<file path="src/rtl/icache_axi_line_fetch.sv">
// I-cache line refill engine: one req -> one AXI4 INCR burst of LINE_WORDS beats; data_ok/rdata one cycle after each R beat.
// Backpressure: addr_ok only in IDLE; R channel always ready while in R, so rvalid gaps simply delay data_ok.
module icache_axi_line_fetch #(
  parameter int unsigned LINE_WORDS = 8,
  parameter logic [3:0]  AXI_ID     = 4'd0
) (
  input  logic        clk,
  input  logic        reset,
  input  logic        req,
  input  logic [31:0] addr,
  output logic        addr_ok,
  output logic        data_ok,
  output logic [31:0] rdata,
  output logic        busy,
  output logic        err,
  input  logic        err_clr,
  output logic [3:0]  arid,
  output logic [31:0] araddr,
  output logic [7:0]  arlen,
  output logic [2:0]  arsize,
  output logic [1:0]  arburst,
  output logic        arvalid,
  input  logic        arready,
  input  logic [3:0]  rid,
  input  logic [31:0] axi_rdata,
  input  logic [1:0]  rresp,
  input  logic        rlast,
  input  logic        rvalid,
  output logic        rready
);
  localparam int unsigned CW   = $clog2(LINE_WORDS);
  localparam int unsigned OFF  = CW + 2;
  localparam logic [CW-1:0] LAST = CW'(LINE_WORDS - 1);

  typedef enum logic [1:0] {IDLE, AR, R, FLUSH} state_t;

  state_t        state, state_nx;
  logic [CW-1:0] cnt, cnt_nx;
  logic          drop, drop_nx;
  logic          data_ok_nx, busy_nx, err_nx, arvalid_nx, rready_nx, err_set;
  logic [31:0]   rdata_nx, araddr_nx;
  logic          unused_in;

  assign unused_in = ^{rid, addr[OFF-1:0]};

  assign arid    = AXI_ID;
  assign arlen   = 8'(LINE_WORDS - 1);
  assign arsize  = 3'b010;
  assign arburst = 2'b01;
  assign addr_ok = req && (state == IDLE);

  always_comb begin
    state_nx   = state;
    cnt_nx     = cnt;
    drop_nx    = drop;
    data_ok_nx = 1'b0;
    rdata_nx   = rdata;
    busy_nx    = busy;
    arvalid_nx = arvalid;
    rready_nx  = rready;
    araddr_nx  = araddr;
    err_set    = 1'b0;
    unique case (state)
      IDLE: begin
        if (req) begin
          araddr_nx  = {addr[31:OFF], {OFF{1'b0}}};
          arvalid_nx = 1'b1;
          busy_nx    = 1'b1;
          cnt_nx     = '0;
          drop_nx    = 1'b0;
          state_nx   = AR;
        end
      end
      AR: begin
        if (arready) begin
          arvalid_nx = 1'b0;
          rready_nx  = 1'b1;
          state_nx   = R;
        end
      end
      R: begin
        if (rvalid) begin
          if (rresp != 2'b00) err_set = 1'b1;
          if (drop) begin
            // Overlong burst: swallow surplus beats until rlast.
            if (rlast) begin
              rready_nx = 1'b0;
              busy_nx   = 1'b0;
              state_nx  = IDLE;
            end
          end else begin
            data_ok_nx = 1'b1;
            rdata_nx   = axi_rdata;
            cnt_nx     = cnt + 1'b1;
            if (cnt == LAST) begin
              if (rlast) begin
                rready_nx = 1'b0;
                busy_nx   = 1'b0;
                state_nx  = IDLE;
              end else begin
                err_set = 1'b1;
                drop_nx = 1'b1;
              end
            end else if (rlast) begin
              err_set   = 1'b1;
              rready_nx = 1'b0;
              state_nx  = FLUSH;
            end
          end
        end
      end
      FLUSH: begin
        // Zero-pad the missing words so the consumer always sees a full line.
        data_ok_nx = 1'b1;
        rdata_nx   = '0;
        cnt_nx     = cnt + 1'b1;
        if (cnt == LAST) begin
          busy_nx  = 1'b0;
          state_nx = IDLE;
        end
      end
      default: state_nx = IDLE;
    endcase
    err_nx = err_set ? 1'b1 : (err_clr ? 1'b0 : err);
  end

  always_ff @(posedge clk or posedge reset) begin
    if (reset) begin
      state   <= IDLE;
      cnt     <= '0;
      drop    <= 1'b0;
      data_ok <= 1'b0;
      rdata   <= '0;
      busy    <= 1'b0;
      err     <= 1'b0;
      arvalid <= 1'b0;
      rready  <= 1'b0;
      araddr  <= '0;
    end else begin
      state   <= state_nx;
      cnt     <= cnt_nx;
      drop    <= drop_nx;
      data_ok <= data_ok_nx;
      rdata   <= rdata_nx;
      busy    <= busy_nx;
      err     <= err_nx;
      arvalid <= arvalid_nx;
      rready  <= rready_nx;
      araddr  <= araddr_nx;
    end
  end
endmodule
</file>
<file path="config.mk">
export PLATFORM = sky130hd
export DESIGN_NAME = icache_axi_line_fetch
export DESIGN_NICKNAME = d
export VERILOG_FILES = /design/src/rtl/icache_axi_line_fetch.sv
export SDC_FILE = /design/constraint.sdc
export NUM_CORES = 1
export LEC_CHECK = 0
export BUFFER_PORTS_ARGS = -buffer_cell sky130_fd_sc_hd__buf_4
export CAP_MARGIN = 20
export CORE_ASPECT_RATIO = 0.9
export CORE_MARGIN = 1
export CORE_UTILIZATION = 48
export CTS_CLUSTER_DIAMETER = 50
export DETAILED_ROUTE_END_ITERATION = 8
export PLACE_DENSITY = 0.85
export SLEW_MARGIN = 20
export SYNTH_ARGS = -nofsm -noshare
export SYNTH_HDL_FRONTEND = slang
export SYNTH_SLANG_ARGS = --single-unit
</file>
<file path="constraint.sdc">
create_clock -name clk -period 3.2 [get_ports clk]
set_input_delay 0.32 -clock clk [delete_from_list [all_inputs] [get_ports clk]]
set_output_delay 0.32 -clock clk [all_outputs]
set_load 0.01 [all_outputs]
</file>
After elaboration in Yosys (flattened, before gate mapping)
Index checks and enable logic that the tools add are counted.
{ "totals": {"regBits": 70, "inputBits": 77, "word_cells": 87, "output_inout_bits": 87} }
{ "classes": {"n_addsub": 1, "n_mux": 47, "n_eq_ne": 12, "reduce_logical": 17} }
{ "ops": {"columns": ["op", "n"], "rows": [
  ["32-bit 2-to-1 mux", 2],
  ["32-bit one-hot mux with 2 select lines", 1],
  ["1-bit 2-to-1 mux", 26],
  ["2-bit 2-to-1 mux", 8],
  ["2-bit inequality test (second input constant)", 6],
  ["2-bit nonzero test", 6],
  ["5-bit AND reduction", 2],
  ["3-bit 2-to-1 mux", 3],
  ["3-bit one-hot mux with 3 select lines", 1],
  ["3-bit AND reduction", 3],
  ["1-bit one-hot mux with 2 select lines", 4],
  ["2-bit one-hot mux with 4 select lines", 1],
  ["4-bit AND reduction", 2],
  ["2-bit == test (second input constant)", 2],
  ["4-bit inequality test (second input constant)", 1],
  ["3-bit by 1-bit adder with 3-bit output (second input constant)", 1],
  ["3-bit == test (second input constant)", 1],
  ["3-bit inequality test (second input constant)", 1],
  ["1-bit one-hot mux with 3 select lines", 1],
  ["3-bit nonzero test", 1],
  ["2-bit by 1-bit == test with 1-bit output (second input constant)", 1],
  ["2-bit zero test", 1],
  ["2-bit AND reduction", 1],
  ["1-bit logical AND", 1]
]} }

Logic depth before layout (Yosys ltp)
Gate-level depths: netlist of the first run.
{ "logic_depth": {"depth_word": 8, "ltp_mapped": 7, "mapped_depth_nobuf": 6} }

Worst setup path after synthesis of the first run
Ideal clock, no wire load.
{ "synth_timing": {"path_type": "reg-to-reg", "start": "register state[0]", "end": "register state[0]", "setup_ns": 0.125, "arrival_time_ns": 1.526, "synth_period_minus_slack_ns": 1.652, "setup_slack_ns": 1.548, "path_buffers": 0, "t_required_ns": 3.075, "stages_incl_launch_ff": 7, "cell_sequence": "dfrtp_1 -> inv_1 -> ha_1 -> inv_2 -> or4_4 -> and3_4 -> mux2i_1"} }
{ "synth_between": {"elab_chain_len": 5, "elab_cells_between_ends": 15, "classes_between": "eq/ne: 8; mux: 5; reduce/logical: 2"} }
{ "synth_rtl": {"columns": ["item", "line_no", "source"], "rows": [
  ["start: declaration", "37", "state_t state, state_nx;"],
  ["start signal: assignment", "140", "state <= state_nx;"],
  ["2-bit 2-to-1 mux (4 in series)", null, null],
  ["2-bit one-hot mux with 4 select lines", "63", "unique case (state)"]
]} }
Parallel ways exist; a longest one is shown, timed or not. The select of a mux whose other input is x is not followed.
A chain may end at the register's enable or synchronous reset.

Final worst setup path of the first run
{ "layout_timing": {"start": "register state[0]", "end": "output addr_ok"} }
{ "layout_between": {"elab_chain_len": 2} }
{ "layout_rtl": {"columns": ["item", "line_no", "source"], "rows": [
  ["2-bit zero test", "50", "assign addr_ok = req && (state == IDLE);"],
  ["1-bit logical AND", "50", null],
  ["end: declaration", "11", "output logic addr_ok,"]
]} }
Every way passes these cells.

==> metrics.md, run 1 <==
| Metric | Value |
|---|---|
| Post-route setup slack | `0.783 ns` |
| Largest net degree at the start of global routing | `49` |
| Row cnt | `27` |
| Avg Inst Size Synth | `12.9 µm²` |
| Die area | `between 6000 and 7000 µm²` |
| CTS Root Cell | `clkbuf_8` |
| RSZ-0062 raised after global routing | `false` |
| Peak VDD IR | `0.511 mV` |
| Dpl cell area | `4040 µm²` |
| Layout cells sized above 1 | `49.9%` |
| DR WL/cell | `14.0 µm` |
| Total number of vias | `2277` |
| Final period util | `75.5%` |
| Fin. max-slew vios | `0` |
| Synth Area in Simple Gates | `5.57%` |
| Required @ worst endpoint | `2.88 ns` |
| Post-synthesis register bit count | `70` |
| Crit path launch type | `register` |
| Pwr per Cell Area | `993 nW/µm²` |
| # nets final | `458` |
| Synth top cells by count | `dfrtp_1 (70), mux2_2 (29), a22o_1 (28)` |
| Synth top area share | `between 50% and 60%` |
| Final cell count without fillers | `about 460` |
| Synth Area in Compound Gates | `13.3%` |
| Post-synth EDFFs | `0` |
| Final ANT Viol Nets | `0` |
| Diodes inserted | `0` |
| Slew @ Worst Pin | `0.910 ns` |
| CP max FO | `23` |
| Final Hold Fails | `0` |
| Top Ports | `between 150 and 200` |
| Placed cells | `449` |
| Most frequent cell after synthesis | `dfrtp_1` |
| CP Data Arrival Time | `2.10 ns` |
| Reg clk slew, reported paths | `0.08 ns` |
| Initial antenna violation count | `0` |
| TritonCTS Buffers | `9` |
| Syn-to-layout area delta | `38.6%` |
| CTS Buffer Depth | `2` |
| Port bufs | `132` |
| Dpl ws | `between 0.9 and 1 ns` |
| 1st-pass router iterations | `6` |
| Outcome | `finished clean` |
| Chip height | `77.7 µm` |
| Largest area contributor in the netlist | `dfrtp_1` |
| Seq/Total Area, Yosys | `about 57%` |
| GRT Total Usage | `19.7%` |
| Post-DP HPWL | `4820 µm` |
| Post-synthesis cell type count | `31` |
| Slew margin rel. | `a little under 40%` |
| Synthesized instance count | `237` |
| Number of global-route vias before repair | `2174` |
| Largest family of logic cells by synthesized area | `compound AO/OA/AOI/OAI gates` |
| Hold buffers post-CTS | `0` |
| Worst R2R Setup Slack | `0.94 ns` |
| Max Cap Viol | `0` |
| Synth area leaders | `dfrtp_1 (57%), mux2_2 (11%), a22o_1 (8.0%)` |
| Post-synth ARST share | `100%` |
| Clk_lat worst skew | `0.33 ns` |
| Die X | `86.1 µm` |
| Synth Area in XOR/XNOR | `less than 1%` |
| Min cycle time layout | `2.42 ns` |
| Total core area | `slightly above 6000 µm²` |
| DRT iter0 DRCs | `65` |
| Routability cong. | `roughly 0.81` |
| Drt drc | `0` |
| Mux cell area share after synthesis | `11.4%` |
| First-pass GRT wire length | `10100 µm` |
| Post-CTS repair timing setup buffer count | `0` |
| Starting density of the core | `roughly half` |
| Worst Hold Class | `in2async` |
| CTS tree | `built` |
| Total power draw | `4.20 mW` |
| Gr ovfl total | `0` |
| FMAX | `414 MHz` |
| Crit path capture type | `output port` |
| Drt total wl | `approximately 6500 µm` |
| CTS sink count | `70` |
| Post-Syn Area | `3050 µm²` |
| Adder-cell share of the synthesized area | `3.28%` |
| Final setup vio count | `0` |
| Ys Warns | `0` |
| Htree depth | `3` |
| Finished Cell Area | `4230 µm²` |
| # resized after CTS | `0` |
| Main synth FF type | `dfrtp_1` |
| Setup_tns | `0 ns` |
| Leakage | `roughly 2.2 nW` |
| Via density | `roughly 4.9` |
| Clock skew | `0.0104 ns` |
| Setup CP Type | `reg2out` |
-- cell families after synthesis --
kind of cell	count (synthesis)
other	2
buffers and inverters	43
XOR/XNOR	1
adder cells (fa/ha/maj)	8
flip-flops	70
AND/OR/NAND/NOR	31
AO/OA/AOI/OAI	51
multiplexers	31
-- cell type report --
class                   count  area, µm²
multi-input cells         144       1110
repair buffers            137       1030
flip-flops and latches     70       1750
inverters                  11       42.5
well taps                  87        109
clock buffers              10        128
clock inverters             5       60.1
fillers                   438       1880
-- worst max-delay path, stage by stage, from the launching register on --
cell and delay, ns:
dfrtp_1 0.43, inv_1 0.11, ha_1 0.25, nand2_1 0.68, inv_1 0.10, buf_4 0.18
-- state kept, by name (all words and copies together), names as in the netlist --
register,cells
drop,1
err,1
cnt,3
rready,1
busy,1
rdata,32
data_ok,1
araddr,27
arvalid,1
state,2
-- report_power, final --
part	internal (mW)	total, mW	switching, mW
Sequential	1.32	1.57	0.245
Clock	0.359	0.679	0.321
Combinational	1.07	1.95	0.885
-- stage by stage --
stage	hold WS (ns)	utilization, %
after CTS	0.184	69.2
after global placement	0.465	66.1
after detailed placement	0.481	66.1
final	0.120	69.2
after floorplan	0.453	-
after global routing	0.167	69.2
-- layout by cell type, fill, tap and decap left out, drive strengths merged, types with 3 or more instances in the layout --
cell | synthesis | layout
a21oi | 5 | 5
a22o | 28 | 28
buf | 31 | 137
clkbuf | 1 | 10
clkinv | 0 | 3
conb | 2 | 22
dfrtp | 70 | 70
ha | 8 | 8
inv | 11 | 11
mux2 | 29 | 29
nand2 | 10 | 10
nand2b | 8 | 8
nand3b | 3 | 3
nor2 | 5 | 5
o21ai | 10 | 10
-- metal layers --
layer	global-route usage [%]	vias up	wire, µm
met4	6.17	0	70
met1	24.5	1108	2680
met5	0	-	0
met3	6.38	11	546
met2	32.7	102	3190
li1	-	1056	-
-- worst paths after layout --
check | from | to | cells after the start
max | state[0] | addr_ok | 5
min | reset | araddr[23] | 2
max reg2reg | state[0] | rdata[4] | 6
min reg2reg | rdata[26] | rdata[26] | 2
max in group asynchronous | reset | rdata[0] | 3
min in group clk | axi_rdata[6] | rdata[6] | 2
Note: power is estimated with default switching activity, not from simulation.
==> run 2, diff against run 1 <==
--- a/config.mk
+++ b/config.mk
@@ -9,10 +9,10 @@
 export CAP_MARGIN = 20
 export CORE_ASPECT_RATIO = 0.9
 export CORE_MARGIN = 1
-export CORE_UTILIZATION = 48
+export CORE_UTILIZATION = 45
 export CTS_CLUSTER_DIAMETER = 50
 export DETAILED_ROUTE_END_ITERATION = 8
-export PLACE_DENSITY = 0.85
+export PLACE_DENSITY = 0.8
 export SLEW_MARGIN = 20
 export SYNTH_ARGS = -nofsm -noshare
 export SYNTH_HDL_FRONTEND = slang
==> constraint.sdc (replaced) <==
create_clock -name clk -period 2.5 [get_ports clk]
set_input_delay 0.25 -clock clk [delete_from_list [all_inputs] [get_ports clk]]
set_output_delay 0.25 -clock clk [all_outputs]
set_load 0.01 [all_outputs]
==> run 2 against run 1 <==
Against the previous run:
- sequential cell count did not move
- largest power group unchanged
- non-clock buffer count fell by 1
- global-route usage fell by 1.1 points
- sequential power rose by 29%
- critical path type is now reg2reg
- combinational power rose by 27%
- critical path depth did not move
- worst setup slack got worse by 0.47 ns
==> metrics.md, run 2 (synthesis results as in run 1) <==
| Metric | Value |
|---|---|
| Reg clk slew, reported paths | `0.07 ns (about the same)` |
| Drt total wl | `6350 µm (-2.1%)` |
| Final Hold Fails | `0 (unchanged)` |
| Final period util | `between 80% and 90%` |
| Fin. max-slew vios | `0 (unchanged)` |
| Reg-to-reg startpoint | `state[0]` |
| Crit path capture | `rdata[29]` |
| Row cnt | `28 (+3.7%)` |
| Layout fillers | `510 (+16%)` |
| Slew @ Worst Pin | `0.916 ns (+0.00629 ns)` |
| Setup CP Type | `reg2reg` |
| Largest net degree at the start of global routing | `39 (-20%)` |
| Worst path max stage delay | `0.77 ns (+0.09 ns)` |
| Pwr per Cell Area | `1280 nW/µm² (+29%)` |
| Worst R2R Setup Slack | `0.32 ns (-0.62 ns)` |
| Clock skew | `0.00421 ns (-0.00615 ns)` |
| Required @ worst endpoint | `2.67 ns (-0.21 ns)` |
| Post-DP HPWL | `4730 µm (-1.9%)` |
| CTS sink count | `70 (unchanged)` |
| First-pass GRT wire length | `9960 µm (-1.5%)` |
| Fin util | `65.1% (-4.1 points)` |
| Commonest non-fill, non-tap cells in the layout | `buf_4 (135), dfrtp_1 (70), mux2_2 (29)` |
| Final setup vio count | `0 (unchanged)` |
| Top Ports | `164 (unchanged)` |
| Worst path slowest cell | `a21boi_4` |
| Post-CTS repair timing setup buffer count | `0 (unchanged)` |
| Slew margin rel. | `38.8% (-0.43 points)` |
| CTS tree | `built` |
| DR WL/cell | `13.6 µm (-2.7%)` |
| FF-to-FF End | `rdata[29]` |
| Register Area | `1750 µm² (unchanged)` |
| 1st-pass router iterations | `4 (-2)` |
| TritonCTS Buffers | `9 (unchanged)` |
| Outcome | `finished clean` |
| Crit path from | `state[0]` |
| Initial antenna violation count | `0 (unchanged)` |
| CP Data Arrival Time | `2.35 ns (+0.25 ns)` |
| Chip height | `80.1 µm (+3.2%)` |
| Diodes inserted | `0 (unchanged)` |
| Worst Hold Class | `in2async` |
| R2r worst-path depth | `5 (-1)` |
| # nets final | `457 (-0.22%)` |
| Die X | `88.8 µm (+3.2%)` |
| Largest regs | `rdata (32), araddr (27), cnt (3)` |
| Leakage | `2.19 nW (+0.65%)` |
| RSZ-0062 raised after global routing | `false` |
| Peak VDD IR | `0.592 mV (+16%)` |
| Starting density of the core | `46.6% (-3.3 points)` |
| CTS Root Cell | `clkbuf_8` |
| Drt drc | `0 (unchanged)` |
| Commonest non-fill, non-tap cell in the layout | `buf_4` |
| Number of flip-flops in the largest register | `32 (unchanged)` |
| Die area | `7120 µm² (+6.5%)` |
| # resized after CTS | `0 (unchanged)` |
| Htree depth | `3 (unchanged)` |
| Routability cong. | `0.875 (+7.9%)` |
| Dpl cell area | `4050 µm² (+0.22%)` |
| Syn-to-layout area delta | `39.8%` |
| Setup_tns | `0 ns (unchanged)` |
| DRT iter0 DRCs | `65 (unchanged)` |
| Number of global-route vias before repair | `2121 (-2.4%)` |
| Crit path launch type | `register` |
| Largest register by flop count | `rdata` |
| Total core area | `6550 µm² (+7.1%)` |
| Gr ovfl total | `0 (unchanged)` |
| Clk_lat worst skew | `0.33 ns (about the same)` |
| CTS Buffer Depth | `2 (unchanged)` |
| Dpl ws | `0.303 ns (-0.628 ns)` |
| Total number of vias | `2188 (-3.9%)` |
| Max Cap Viol | `0 (unchanged)` |
| Layout cells sized above 1 | `49.9% (unchanged)` |
| GRT Total Usage | `18.6% (-1.1 points)` |
| FMAX | `458 MHz` |
| Via density | `4.69 (-4.5%)` |
| CP max FO | `37 (+61%)` |
| Port bufs | `132 (unchanged)` |
| Hold buffers post-CTS | `0 (unchanged)` |
| Crit path capture type | `register` |
| Min cycle time layout | `2.18 ns` |
| Final ANT Viol Nets | `0 (unchanged)` |
| Total power draw | `5.47 mW (+30%)` |
| Area of the multi-input gates | `1110 µm² (unchanged)` |
| Critical-path cell list | `inv_1, ha_1, nand3b_1, a21boi_4, o21ai_0` |
| Finished Cell Area | `4270 µm² (+0.80%)` |
| Post-route setup slack | `0.315 ns (-0.467 ns)` |
==> run 2: changes by cell type in the layout (fill, tap and decap cells not counted), sizes merged <==
| cell | delta |
|---|---|
| buf | -1 |
| bufinv | +1 |
==> run 2: layer usage <==
layer / share of wire [%] / track usage [%] / up-vias / wire [µm]
met5: 0 / 0 / - / 0
met1: 43 / 23.7 / 1007 / 2760
met4: 1.5 / 7.10 / 0 / 93
met3: 10 / 7.19 / 7 / 651
li1: - / - / 1057 / -
met2: 45 / 28.5 / 117 / 2850
==> run 2: how the worst min path moves through the flow <==
| stage | start | cells past startpoint | slack (ns) | endpoint |
|---|---|---|---|---|
| final | reset | 2 | 0.03 | rdata[21] |
| after global placement | reset | 2 | 0.38 | rdata[22] |
| after detailed placement | reset | 2 | 0.41 | rdata[7] |
| after CTS | reset | 2 | 0.04 | rdata[7] |
| after global routing | reset | 2 | 0.07 | rdata[22] |
| after floorplan | axi_rdata[0] | 1 | 0.38 | rdata[0] |
==> run 2: final cells by class <==
type	instances	share of cell area, %
Sequential cell	70	41.1
Clock inverter	6	2.02
Timing Repair Buffer	136	24.2
Multi-Input combinational cell	144	26.1
Clock buffer	10	2.99
Tap cell	90	2.64
Inverter	11	0.968
==> run 2: stage by stage <==
step / hold slack [ns] / cells
after floorplan: 0.383 / 257
after global placement: 0.385 / 451
after detailed placement: 0.411 / 451
after CTS: 0.0424 / 467
after global routing: 0.0683 / 467
final: 0.0275 / 467
==> run 2: power breakdown <==
group	internal [mW]	switching, mW
combinational	1.36	1.12
clock	0.560	0.405
sequential	1.70	0.322
total	3.62	1.85
==> run 2: critical path: cells and delay by family (launching register included) <==
family                   cells  cell delay, ns
buffers and inverters        1            0.11
AO/OA/AOI/OAI                2            1.00
adder cells (fa/ha/maj)      1            0.28
flip-flops                   1            0.43
AND/OR/NAND/NOR              1            0.19
